==> config.mk <==
export PLATFORM = sky130hd
export DESIGN_NAME = axi4_rd_arbiter
export DESIGN_NICKNAME = d
export VERILOG_FILES = /design/src/rtl/axi4_rd_arbiter.sv
export SDC_FILE = /design/constraint.sdc
export NUM_CORES = 1
export LEC_CHECK = 0
export CORE_AREA = 2 2 109 111
export DETAILED_ROUTE_END_ITERATION = 10
export DIE_AREA = 0 0 111 113
export PLACE_DENSITY = 0.66
export SYNTH_ARGS = -nofsm -noshare
export SYNTH_HDL_FRONTEND = slang
export SYNTH_SLANG_ARGS = --single-unit
==> constraint.sdc <==
create_clock -name i_aclk -period 2.8 [get_ports i_aclk]
set_input_delay 0.56 -clock i_aclk [delete_from_list [all_inputs] [get_ports i_aclk]]
set_output_delay 0.56 -clock i_aclk [all_outputs]
set_load 0.005 [all_outputs]
==> src/rtl/axi4_rd_arbiter.sv <==
// axi4_rd_arbiter: shares one AXI4 SRAM read port between NUM_MASTER requesters
// (master 0 = IFU, master 1 = LSU). One outstanding burst at a time; the grant
// is held from address accept until the rlast beat is consumed.
// Optional feature macro: AXI_ARB_RR_EN (round-robin). Without it the lowest
// requesting index wins (fixed priority).
module axi4_rd_arbiter #(
   parameter int NUM_MASTER = 2,
   parameter int ADDR_WIDTH = 32,
   parameter int DATA_WIDTH = 64
) (
   input  logic                             i_aclk,
   input  logic                             i_arst,
   input  logic [NUM_MASTER-1:0]            i_m_arvalid,
   output logic [NUM_MASTER-1:0]            o_m_arready,
   input  logic [NUM_MASTER*ADDR_WIDTH-1:0] i_m_araddr,
   input  logic [NUM_MASTER*8-1:0]          i_m_arlen,
   input  logic [NUM_MASTER*2-1:0]          i_m_arsize,
   output logic [NUM_MASTER-1:0]            o_m_rvalid,
   input  logic [NUM_MASTER-1:0]            i_m_rready,
   output logic [DATA_WIDTH-1:0]            o_m_rdata,
   output logic [1:0]                       o_m_rresp,
   output logic                             o_m_rlast,
   output logic [3:0]                       o_s_arid,
   output logic [ADDR_WIDTH-1:0]            o_s_araddr,
   output logic [7:0]                       o_s_arlen,
   output logic [1:0]                       o_s_arsize,
   output logic                             o_s_arvalid,
   input  logic                             i_s_arready,
   input  logic [3:0]                       i_s_rid,
   input  logic [DATA_WIDTH-1:0]            i_s_rdata,
   input  logic [1:0]                       i_s_rresp,
   input  logic                             i_s_rlast,
   input  logic                             i_s_rvalid,
   output logic                             o_s_rready
);

   localparam int GW = (NUM_MASTER > 1) ? $clog2(NUM_MASTER) : 1;

   typedef enum logic [1:0] {IDLE, ADDR, DATA} state_t;

   state_t                state, state_nxt;
   logic [GW-1:0]         g;         // granted master, held for the whole burst
   logic [GW-1:0]         w;         // arbitration winner this cycle
   logic                  any_req;
   logic                  accept;
   logic [ADDR_WIDTH-1:0] addr_q;
   logic [7:0]            len_q;
   logic [1:0]            size_q;

   // No handshake is offered while reset is held, so nothing is accepted
   // that the reset would immediately discard.
   assign accept = (state == IDLE) && any_req && !i_arst;

`ifdef AXI_ARB_RR_EN
   logic [GW-1:0] p;
   logic          last_fire;

   assign last_fire = (state == DATA) && i_s_rvalid && i_m_rready[g] && i_s_rlast;

   // Round-robin: scan downward over offsets from p so the smallest offset wins.
   always_comb begin
      int idx;
      idx     = 0;
      w       = '0;
      any_req = 1'b0;
      for (int i = NUM_MASTER - 1; i >= 0; i--) begin
         idx = int'(p) + i;
         if (idx >= NUM_MASTER) idx = idx - NUM_MASTER;
         if (i_m_arvalid[idx]) begin
            w       = GW'(idx);
            any_req = 1'b1;
         end
      end
   end

   // Pointer moves past the master whose burst just completed.
   always_ff @(posedge i_aclk) begin
      if (i_arst)
         p <= '0;
      else if (last_fire)
         p <= (g == GW'(NUM_MASTER - 1)) ? '0 : g + 1'b1;
   end
`else
   // Fixed priority: lowest requesting index wins.
   always_comb begin
      w       = '0;
      any_req = 1'b0;
      for (int i = NUM_MASTER - 1; i >= 0; i--) begin
         if (i_m_arvalid[i]) begin
            w       = GW'(i);
            any_req = 1'b1;
         end
      end
   end
`endif

   // State register.
   always_ff @(posedge i_aclk) begin
      if (i_arst) state <= IDLE;
      else        state <= state_nxt;
   end

   // Capture the winner's request on the accept cycle; held stable through ADDR.
   always_ff @(posedge i_aclk) begin
      if (i_arst) begin
         g      <= '0;
         addr_q <= '0;
         len_q  <= '0;
         size_q <= '0;
      end else if (accept) begin
         g      <= w;
         addr_q <= i_m_araddr[int'(w)*ADDR_WIDTH +: ADDR_WIDTH];
         len_q  <= i_m_arlen[int'(w)*8 +: 8];
         size_q <= i_m_arsize[int'(w)*2 +: 2];
      end
   end

   // Next state and handshake routing.
   always_comb begin
      state_nxt   = state;
      o_m_arready = '0;
      o_s_arvalid = 1'b0;
      o_m_rvalid  = '0;
      o_s_rready  = 1'b0;
      case (state)
         IDLE: begin
            if (accept) begin
               o_m_arready[w] = 1'b1;
               state_nxt      = ADDR;
            end
         end
         ADDR: begin
            o_s_arvalid = 1'b1;
            if (i_s_arready) state_nxt = DATA;
         end
         DATA: begin
            o_m_rvalid[g] = i_s_rvalid;
            o_s_rready    = i_m_rready[g];
            if (i_s_rvalid && i_m_rready[g] && i_s_rlast) state_nxt = IDLE;
         end
         default: state_nxt = IDLE;
      endcase
   end

   assign o_s_arid   = 4'(g);
   assign o_s_araddr = addr_q;
   assign o_s_arlen  = len_q;
   assign o_s_arsize = size_q;
   assign o_m_rdata  = i_s_rdata;
   assign o_m_rresp  = i_s_rresp;
   assign o_m_rlast  = i_s_rlast;

`ifndef SYNTHESIS
   // Read data carrying another id is still routed to the granted master;
   // flag it in simulation so a misbehaving slave is noticed.
   always_ff @(posedge i_aclk) begin
      if (!i_arst && state == DATA && i_s_rvalid && i_s_rid != 4'(g))
         $display("axi4_rd_arbiter: rid %0d differs from grant %0d", i_s_rid, g);
   end
`endif

endmodule

==> metrics.yaml, run 1 <==
drc_errors: 0
setup_violations: 0
ant_nets: 0
grt_use_met2_pct: 21.5
tritoncts: "yes"
io_buffers: 142
layout-drive-gt1-share_pct: 6.39
cts_buffers: 5
path_clk_slew_ns: 0.06
ys_types: 24
crit_type: "input pin to output port"
powerDensity_mw_per_mm2: 536
num-fill-cells: 1143
dr_total_vias: 2106
num_rows: 39
clock_path_buffers: 2
final_common_cell: "clkdlybuf4s50_1"
worst_setup_path_start_kind: "input pin"
worst_path_max_delay_cell: "clkdlybuf4s50_1"
met1_usage_pct: 13.5
cpLargestDelayFamily: "buffers and inverters"
netlist_instances: 241
seqCellArea_um2: 901
syn2layout_area_growth_pct: 51.6
vdd_drop_max_mv: 0.331
top_usage_layer: "met2"
grt_pass1_vias: 2151
dpl_worst_slack_ns: 0.189
grt_max_degree: 43
root_buffer: "clkbuf_16"
post_cts_buffers: 0
critPathMaxFanout: 3
initial_core_util_pct: 21.2
hpwlAfterDp_um: 6550
fin_tns_setup_ns: 0
post-route-min-period_ns: 2.56
finalClockSkew_ns: 0.00269
fin_crit_sh_pct: 91.4
gp_congestion: 0.774
nNetsFinal: 475
path_cells: "clkdlybuf4s50_1 -> nor2b_1 -> and2_4 -> clkdlybuf4s50_1"
routedWlPerCell_um: 18.6
cts.sinks: 45
antenna_cells: 0
ioPinCount: 282
setup_ws_ns: 0.240
fmax_mhz: 391
fin_util_pct: 32.2
drtIter0Drc: 183
clkLatencyLatePin_ns: 0.28
cpPeakStageDelay_ns: 0.53
worstPathRequired_ns: 2.24
die_h_um: 113
design.core.area_mm2: 0.0113
cpMostUsedCell: "clkdlybuf4s50_1"
critPathBufInv: 2
h-tree-depth: 2
grt_overflow: 0
ctsResizeCount: 0
rsz0062_at_grt: "no"
place_area_mm2: 0.00343
ys_seq_area_share_pct: 37.7
grt_pass1_wl_um: 12700
hold_class: "flip-flop to flip-flop"
mostFrequentLayoutCells: "142 x clkdlybuf4s50_1, 45 x dfxtp_1, 41 x and3_1"
status: "complete, no violations"
hold_viol_final: 0
met3_usage_pct: 5.46
antenna_found_initial: 0
die_area_mm2: 0.0125
multiInputGateArea_um2: 852
cap_violations: 0
ys_ff_latch: 45
arrival_ns: 2.00
stdcell_area_mm2: 0.00363
worst_setup_path_end_kind: "output port"
p_leak_nw: 1.50
via_per_inst: 4.62
ys_warn_count: 0
track_usage_pct: 12.8
syn_area_mm2: 0.00239
first_pass_iters: 4
postSynthAreaPerCell_um2: 9.93
die_w_um: 111
wl_um: 8490
ctsHoldBuffers: 0
slew_violations: 0
==> state kept, by name, summed over array words and instances, names as in the netlist <==
register,cells
o_s_arsize,2
o_s_arlen,8
g,1
o_s_araddr,32
state,2
==> kinds of logic after synthesis <==
kind of cell / count (synthesis) / share of synthesized area [%]
and+or+nand+nor: 56 / 14.7
muxes: 1 / 0.418
AOI/OAI and AO/OA: 49 / 19.7
other: 1 / 0.157
buffers and inverters: 89 / 27.4
DFF: 45 / 37.7
==> worst paths after layout <==
| kind | from | end | slack, ns | cells past startpoint |
|---|---|---|---|---|
| setup / recovery | i_m_arvalid[1] | o_m_arready[1] | 0.24 | 4 |
| hold / removal | o_s_arlen[3] | o_s_arlen[3] | 0.49 | 1 |
| setup reg to reg | state[1] | o_s_araddr[1] | 1.23 | 4 |
| hold reg to reg | o_s_arlen[3] | o_s_arlen[3] | 0.49 | 1 |
==> Yosys cell counts <==
cell type	number	share of area, %
dfxtp_1	45	38
a211oi_1	1	0.31
buf_2	1	0.21
mux2i_1	1	0.42
a21oi_1	1	0.21
nand3_1	1	0.21
a2111oi_0	1	0.37
nor2b_1	4	1.0
nand2_1	1	0.16
a21oi_2	1	0.37
clkbuf_1	8	1.3
buf_4	75	24
and3b_1	1	0.37
a22o_1	4	1.5
buf_6	5	2.4
and3_1	41	11
o22ai_1	1	0.26
a221o_1	40	17
and2_4	1	0.37
or2_1	1	0.26
nor3_4	1	0.68
and2_1	1	0.26
nor2_1	4	0.63
conb_1	1	0.16
==> layout make-up <==
type                    count  share of cell area, %
clock buffers               5                   3.45
multi-input cells         109                   23.5
flip-flops and latches     45                   24.8
repair buffers            151                   41.4
well taps                 143                   4.93
clock inverters             3                   1.90
==> metrics by stage <==
stage	total power [W]	hold WS, ns	std cells
after floorplan	0.000975	0.474	243
after global placement	0.00119	0.469	448
final	0.00195	0.485	456
after detailed placement	0.00119	0.469	448
after CTS	0.00198	0.491	456
after global routing	0.00203	0.505	456
==> power by group <==
| part | internal (W) | total [W] | leakage (nW) | switching (W) |
|---|---|---|---|---|
| logic | 0.000295 | 0.000436 | 1.03 | 0.000141 |
| clock network | 0.000514 | 0.000768 | 0.0944 | 0.000254 |
| registers | 0.000703 | 0.000741 | 0.371 | 0.0000378 |
| total | 0.00151 | 0.00195 | 1.50 | 0.000432 |
==> metal layers <==
layer / up-vias / share of wire (%)
li1: 959 / -
met2: 133 / 49
met3: 39 / 11
met5: - / 0
met4: 0 / 4.5
met1: 975 / 36
Note: power is estimated with default switching activity, not from simulation.
==> inputs of run 2 (changes only) <==
Settings changed: SLEW_MARGIN from default to 20.
==> results of run 2 <==
Final layout, timing and power as in run 1 (identical DEF).
